File: src/rtl/enc_pkg.sv
// Shared constants and FSM state type for the 16-to-4 sequential priority encoder.
package enc_pkg;
    localparam int ENC_N = 16;
    localparam int ENC_W = 4;

    typedef enum logic {
        IDLE    = 1'b0,
        PRESENT = 1'b1
    } enc_state_t;
endpackage

File: src/rtl/prio_enc_16x4.sv
// Combinational 16-to-4 priority encoder: index 15 wins; also returns the winner as one-hot.
module prio_enc_16x4
    import enc_pkg::*;
(
    input  logic [ENC_N-1:0] i_vec,
    output logic [ENC_W-1:0] o_idx,
    output logic [ENC_N-1:0] o_onehot,
    output logic             o_any
);
    // Ascending scan so the highest set bit is the last one written.
    always_comb begin
        o_idx    = '0;
        o_onehot = '0;
        for (int i = 0; i < ENC_N; i++) begin
            if (i_vec[i]) begin
                o_idx    = ENC_W'(i);
                o_onehot = ENC_N'(1) << i;
            end
        end
    end

    assign o_any = |i_vec;
endmodule

File: src/rtl/encoder_16x4_seq.sv
// Latches request pulses into a pending vector and presents them one code at a time,
// highest index first, over a valid/ack handshake; all outputs are registered.
module encoder_16x4_seq
    import enc_pkg::*;
#(
    parameter int N = ENC_N,
    parameter int W = ENC_W
) (
    input  logic         clk,
    input  logic         rst,
    input  logic         e,
    input  logic [N-1:0] req,
    output logic [W-1:0] code,
    output logic         valid,
    input  logic         ack,
    output logic [N-1:0] pending,
    output logic         merged
);
    enc_state_t   r_state;
    enc_state_t   w_next;
    logic [N-1:0] r_pending;
    logic [W-1:0] r_code;
    logic         r_merged;

    logic [W-1:0] w_idx;
    logic [N-1:0] w_onehot;
    logic         w_any;
    logic         w_load;
    logic [N-1:0] w_clr;

    prio_enc_16x4 u_prio (
        .i_vec    (r_pending),
        .o_idx    (w_idx),
        .o_onehot (w_onehot),
        .o_any    (w_any)
    );

    always_comb begin
        w_next = r_state;
        w_load = 1'b0;
        case (r_state)
            IDLE: begin
                if (w_any) begin
                    w_load = 1'b1;
                    w_next = PRESENT;
                end
            end
            PRESENT: begin
                if (ack) begin
                    if (w_any) w_load = 1'b1;
                    else       w_next = IDLE;
                end
            end
        endcase
    end

    assign w_clr = w_load ? w_onehot : '0;

    // New requests are OR-ed in after the clear, so a request on the bit being loaded survives.
    always_ff @(posedge clk or posedge rst) begin
        if (rst) begin
            r_state   <= IDLE;
            r_pending <= '0;
            r_code    <= '0;
            r_merged  <= 1'b0;
        end else begin
            r_state   <= w_next;
            r_pending <= (r_pending & ~w_clr) | (e ? req : '0);
            r_merged  <= e & (|(req & r_pending & ~w_clr));
            if (w_load) r_code <= w_idx;
        end
    end

    assign code    = r_code;
    assign valid   = (r_state == PRESENT);
    assign pending = r_pending;
    assign merged  = r_merged;
endmodule

File: config.mk
export PLATFORM = sky130hd
export DESIGN_NAME = encoder_16x4_seq
export DESIGN_NICKNAME = d
export VERILOG_FILES = /design/src/rtl/enc_pkg.sv /design/src/rtl/prio_enc_16x4.sv /design/src/rtl/encoder_16x4_seq.sv
export SDC_FILE = /design/constraint.sdc
export NUM_CORES = 1
export LEC_CHECK = 0
export BUFFER_PORTS_ARGS = -buffer_cell sky130_fd_sc_hd__buf_2
export CORE_UTILIZATION = 45
export DETAILED_ROUTE_END_ITERATION = 6
export HOLD_SLACK_MARGIN = 0.02
export PLACE_DENSITY = 0.77
export SYNTH_ARGS = -nofsm -noshare
export SYNTH_HDL_FRONTEND = slang
export SYNTH_SLANG_ARGS = --single-unit
export TNS_END_PERCENT = 100
File: constraint.sdc
create_clock -name clk -period 2.8 [get_ports clk]
set_input_delay 0.28 -clock clk [delete_from_list [all_inputs] [get_ports clk]]
set_output_delay 0.28 -clock clk [all_outputs]
set_load 0.01 [all_outputs]
==> results of run 1 <==
power groups by stage:
stage	clock network [mW]	registers, mW	logic, mW
after CTS	0.147	0.358	0.102
final	0.143	0.358	0.102
after detailed placement	0	0.364	0.102
after global placement	0	0.362	0.102
after floorplan	0	0.362	0.0588
after global routing	0.164	0.362	0.113
cell families (layout without fill, tap and decap cells):
logic type,count (synthesis),in the layout
DFF,22,22
AOI/OAI and AO/OA,41,41
buffers and inverters,10,49
and+or+nand+nor,61,61
metal layers:
metal | global-route usage | routed length, um | vias up
met3 | 0.02500 | 111 | 5
met4 | 0.08974 | 38 | 0
li1 | - | - | 585
met2 | 0.3841 | 1493 | 32
met1 | 0.3026 | 1422 | 587
met5 | 0 | 0 | -
registers in the layout (all words and copies together), names as in the netlist:
name / count
pending: 16
code: 4
merged: 1
valid: 1
critical path, cell delays in order (launching register included):
cell and delay, ns:
dfrtp_1 0.50, nor4_4 0.46, nand4_4 0.19, o41a_1 0.39, a2111oi_2 0.37, nand4_1 0.13, o41a_1 0.43
stage by stage:
stage | power, mW | setup slack, ns | util | hold WS (ns)
floorplan | 0.4209 | 0.4018 | - | 0.2692
global placement | 0.4632 | 0.3626 | 0.5777 | 0.4494
detailed placement | 0.4663 | 0.2876 | 0.5777 | 0.4602
CTS | 0.6073 | 0.2433 | 0.5865 | 0.1428
global route | 0.6393 | 0.1350 | 0.5865 | 0.1734
finish | 0.6024 | 0.2261 | 0.5865 | 0.1105
cell usage after synthesis (all sizes together) (3+ instances only):
library cell	count	area, um^2
clkbuf	5	18.77
a21oi	3	15.01
nor4	4	61.31
a22o	8	70.07
or3	4	25.02
dfrtp	22	550.5
nand3	5	25.02
inv	4	15.01
and3	3	18.77
nor2	11	41.29
nor3	3	15.01
nor2b	3	18.77
o21ai	12	60.06
nand2	21	78.83
path summary, 6_finish.rpt:
path	startpoint	end	slack, ns	cells past startpoint
max in group asynchronous	rst	code[3]	2.19	2
min in group clk	req[13]	pending[13]	0.19	3
hold / removal	rst	code[2]	0.11	2
hold reg to reg	code[3]	code[3]	0.48	2
setup / recovery	pending[12]	merged	0.23	6
setup reg to reg	pending[12]	merged	0.23	6
layout make-up:
class | count | area (um^2)
fill | 246 | 1052
multi-input combinational | 102 | 654.4
sequential | 22 | 550.5
timing repair buffer | 42 | 212.7
tap | 30 | 37.54
clock buffer | 3 | 22.52
inverter | 4 | 15.01
==> flow_summary.toml, run 1 <==
[global_route]
grt_pass1_wl_mm = 4.843
track_usage = 0.2304
grt_max_degree = 23
grt_antenna_before_repair = 0
gr-total-overflow = 0
grt_pass1_vias = 1072

[floorplanning]
die_y_um = 54.57
chipWidth_um = 54.57
io_pins = 42
coreArea_um2 = 2545
num_rows = 18
dieArea_um2 = 2978
initial_core_util = 0.4887

[clock_network]
cts_tree = "done"
clk_pin_slew_ns = 0.12
cts_buffers = 3
worstSkewPairLatency_ns = 0.30
postCtsSetupRepairBufs = 0
cts_hold_buf = 0
clkSinkCount = 22
ctsLongestPathBuffers = 2
cts_root_buf = "clkbuf_4"
htreeDepth = 1
cts_resized = 0

[cells_and_area]
layout_commonest_cell = "buf_2"
n_antenna_cell = 0
stdcell_count = 203
layout-drive-gt1-share = 0.2948
final_nets = 195
syn_to_final_growth_pct = 20.02
final_cell_mix = "41 x buf_2, 22 x dfrtp_1, 21 x nand2_1"
stdcell_area_um2 = 1493

[synth]
synth_area_per_cell_um2 = 9.281
synth_edf_count = 0
yosysUniqueCellTypes = 36
synth_cells = 134
ys_ff_latch = 22
synthSimpleGateAreaFrac = 0.2797
synth_top_family_by_area = "simple AND/OR/NAND/NOR gates"
yosysWarnings = 0
synth_compound_area_frac = 0.2465
mappedNetlistNets = 154
synthAdderAreaFrac = 0
muxShareOfSynthArea = 0
synth.cell_area_um2 = 1244
synth_xor_area_frac = 0
seq_area_frac_synth = 0.4427
ys_async_sr_fraction = 1.000
ys_dominant_reg_cell = "dfrtp_1"

[routing]
drc = 0
routed_wirelength_mm = 3.065
drtIter0Drc = 26
post_drt_wl_per_cell_um = 15.10
ant_nets = 0
vias_per_cell = 5.956
first_pass_iters = 4
num_vias = 1209

[sta]
fin_skew_ns = 0.004996
setup_violations = 0
relSlewSlack = 0.4597
tightest_slew_ns = 0.8095
fin_crit_sh = 0.9192
min_period_ns = 2.574
maxSlewViolCount = 0
rsz0062_at_grt = "false"
finalHoldViolations = 0
tns_ns = 0
fmax_mhz = 388.5

[run_status]
status = "complete, no violations"

[power]
p_seq_frac = 0.595
intPower_mw = 0.4295
switching_share = 0.2870
combPwrFrac = 0.169
power_switching_mw = 0.1729
power_density_nw_per_um2 = 403.6
pwr-share-clk = 0.237
peakVddDrop_mv = 0.2565
power.leakage_nw = 0.6219

[worst_setup_path]
crit_fanout = 8
end_kind = "flop"
worstPathRequired_ns = 2.99
critPathKind = "reg -> reg"
start_kind = "flop"
worstPathArrival_ns = 2.77

[worst_hold_path]
hold_class = "in -> async"

[placed_design]
postPlaceCellArea_um2 = 1470
dp.cells = 200
hpwl_mm = 2.299
io_buffers = 41
routabilityCongestion = 0.8937

[run]
drv_cap = 0
Note: power is estimated with default switching activity, not from simulation.
==> inputs of run 2 (changes only) <==
--- a/config.mk
+++ b/config.mk
@@ -5,11 +5,12 @@
 export SDC_FILE = /design/constraint.sdc
 export NUM_CORES = 1
 export LEC_CHECK = 0
+export ABC_AREA = 1
 export BUFFER_PORTS_ARGS = -buffer_cell sky130_fd_sc_hd__buf_2
 export CORE_UTILIZATION = 45
 export DETAILED_ROUTE_END_ITERATION = 6
 export HOLD_SLACK_MARGIN = 0.02
-export PLACE_DENSITY = 0.77
+export PLACE_DENSITY = 0.75
 export SYNTH_ARGS = -nofsm -noshare
 export SYNTH_HDL_FRONTEND = slang
 export SYNTH_SLANG_ARGS = --single-unit
==> flow_summary.toml, run 2 <==
[synth]
synth_most_common_cell = "nand2_1"
mappedNetlistNets = 202
ys_async_sr_fraction = 1.000
synth_edf_count = 0
synth_top_area_frac = 0.3982
yosysUniqueCellTypes = 25
synth_area_per_cell_um2 = 7.597
synth.cell_area_um2 = 1383
seq_area_frac_synth = 0.3982
synth_common_cells = "43 x nand2_1, 22 x dfrtp_1, 21 x inv_1, 21 x nor2_1, 12 x nand3_1"
ys_ff_latch = 22
ys_dominant_reg_cell = "dfrtp_1"
synth_cells = 182
synth_top_area_cell = "dfrtp_1"
netlist_top_cells_area = "dfrtp_1 40%, nand2_1 12%, inv_1 5.7%, nor2_1 5.7%, a22o_1 4.4%"
yosysWarnings = 0

[floorplanning]
chipWidth_um = 57.43
io_pins = 42
dieArea_um2 = 3298
coreArea_um2 = 2829
die_y_um = 57.43
initial_core_util = 0.4887
num_rows = 19

[clock_network]
worstSkewPairLatency_ns = 0.31
ctsLongestPathBuffers = 2
postCtsSetupRepairBufs = 0
clk_pin_slew_ns = 0.13
clkSinkCount = 22
cts_tree = "done"
cts_buffers = 3
cts_resized = 0
htreeDepth = 1
cts_root_buf = "clkbuf_4"
cts_hold_buf = 0

[cells_and_area]
final_cell_mix = "43 x nand2_1, 41 x buf_2, 22 x dfrtp_1"
stdcell_count = 255
layout-drive-gt1-share = 0.3214
multi_input_area_um2 = 726.9
syn_to_final_growth_pct = 18.91
n_antenna_cell = 0
largest_reg_flops = 16
regArea_um2 = 550.5
final_nets = 245
final_util = 0.5812
nFillCells = 278
layout_commonest_cell = "nand2_1"

[power]
p_seq_frac = 0.551
peakVddDrop_mv = 0.2412
pwr-share-clk = 0.278
power_switching_mw = 0.1794
power_density_nw_per_um2 = 385.5
combPwrFrac = 0.170
switching_share = 0.2830
power.leakage_nw = 0.8581
intPower_mw = 0.4545

[routing]
vias_per_cell = 5.110
num_vias = 1303
routed_wirelength_mm = 3.050
ant_nets = 0
drc = 2
post_drt_wl_per_cell_um = 11.96
drtIter0Drc = 68
first_pass_iters = 6

[run]
drv_cap = 0

[worst_setup_path]
crit_slowest_cell = "dfrtp_1"
start_kind = "flop"
critPathKind = "reg -> reg"
crit_fanout = 7
cp_slowest_stage_delay_ns = 0.47
crit_chain = "nor2_2 > nand2_2 > nor2_8 > nand3_4 > inv_2 > nand2_2 > nand3_2 > nand2_1 > nor2_2 > nand2_1 > nor2_1 > nor2_1"
end_kind = "flop"
worstPathArrival_ns = 2.00
worstPathRequired_ns = 3.02

[sta]
setup_slack_ns = 1.026
fin_skew_ns = 0.01008
finalHoldViolations = 0
rsz0062_at_grt = "false"
fmax_mhz = 563.8
tightest_slew_ns = 0.8258
maxSlewViolCount = 0
relSlewSlack = 0.4489
tns_ns = 0
fin_crit_sh = 0.6334
min_period_ns = 1.774
setup_violations = 0

[global_route]
grt_pass1_vias = 1195
grt_pass1_wl_mm = 5.457
grt_antenna_before_repair = 0
track_usage = 0.2107
gr-total-overflow = 0
grt_max_degree = 23

[placed_design]
place_ws_ns = 1.024
hpwl_mm = 2.392
dp.cells = 251
io_buffers = 41
routabilityCongestion = 0.8543

[run_status]
violations = "design-rule violations"
status = "finished with violations"

[worst_hold_path]
hold_class = "in -> async"
run 2: cell count changes in the layout (fill, tap and decap cells not counted), sizes merged, moves of 3 or more:
cell   before  now
nor2b       3    0
nand2      21   53
inv         4   23
nand3       5   17
a21oi       3    6
and3        3    0
or3         4    0
nor2       11   28
run 2: worst paths after layout:
path / end / slack (ns) / start / depth (start not counted)
worst max-delay path: merged / 1.03 / pending[10] / 12
worst min-delay path: code[0] / 0.10 / rst / 2
worst max register to register: merged / 1.03 / pending[10] / 12
worst min register to register: code[3] / 0.52 / code[3] / 2
max in group asynchronous: pending[8] / 2.18 / rst / 2
min in group clk: pending[3] / 0.18 / req[3] / 3
run 2: cells by family after synthesis:
family                 after synthesis  synth area share
and+or+nand+nor                    106            0.3864
AOI/OAI and AO/OA                   28            0.1394
DFF                                 22            0.3982
buffers and inverters               26           0.07602
run 2: worst max-delay path: cells and delay by family (launching register included):
family                 cells  cell delay, ns
flip-flops                 1            0.47
buffers and inverters      1            0.10
AND/OR/NAND/NOR           11            1.11
run 2: power groups by stage:
| stage | clock, mW | combinational, mW | sequential [mW] |
|---|---|---|---|
| after global placement | 0 | 0.109 | 0.355 |
| final | 0.177 | 0.108 | 0.350 |
| after CTS | 0.182 | 0.109 | 0.349 |
| after detailed placement | 0 | 0.109 | 0.356 |
| after global routing | 0.197 | 0.124 | 0.353 |
| after floorplan | 0 | 0.0658 | 0.357 |
run 2: through the flow:
step / hold WS (ns) / power (mW) / cell area, um^2
6_report: 0.1040 / 0.6339 / 1644
5_1_grt: 0.1859 / 0.6737 / 1644
4_1_cts: 0.1425 / 0.6409 / 1644
3_5_place_dp: 0.4898 / 0.4647 / 1608
3_3_place_gp: 0.4880 / 0.4640 / 1608
2_1_floorplan: 0.2692 / 0.4232 / 1383
run 2: layer usage:
metal | part of all wire | global-route usage | wire length, um
met5 | 0 | 0 | 0
met4 | 0.0049 | 0.03136 | 15
met3 | 0.052 | 0.04989 | 159
met2 | 0.44 | 0.3189 | 1348
met1 | 0.50 | 0.3122 | 1526
run 2: area by class of cell:
type / count / share of cell area
Clock buffer: 4 / 0.02207
Tap cell: 31 / 0.02359
Sequential cell: 22 / 0.3349
Inverter: 23 / 0.05251
Timing Repair Buffer: 41 / 0.1248
Multi-Input combinational cell: 134 / 0.4422
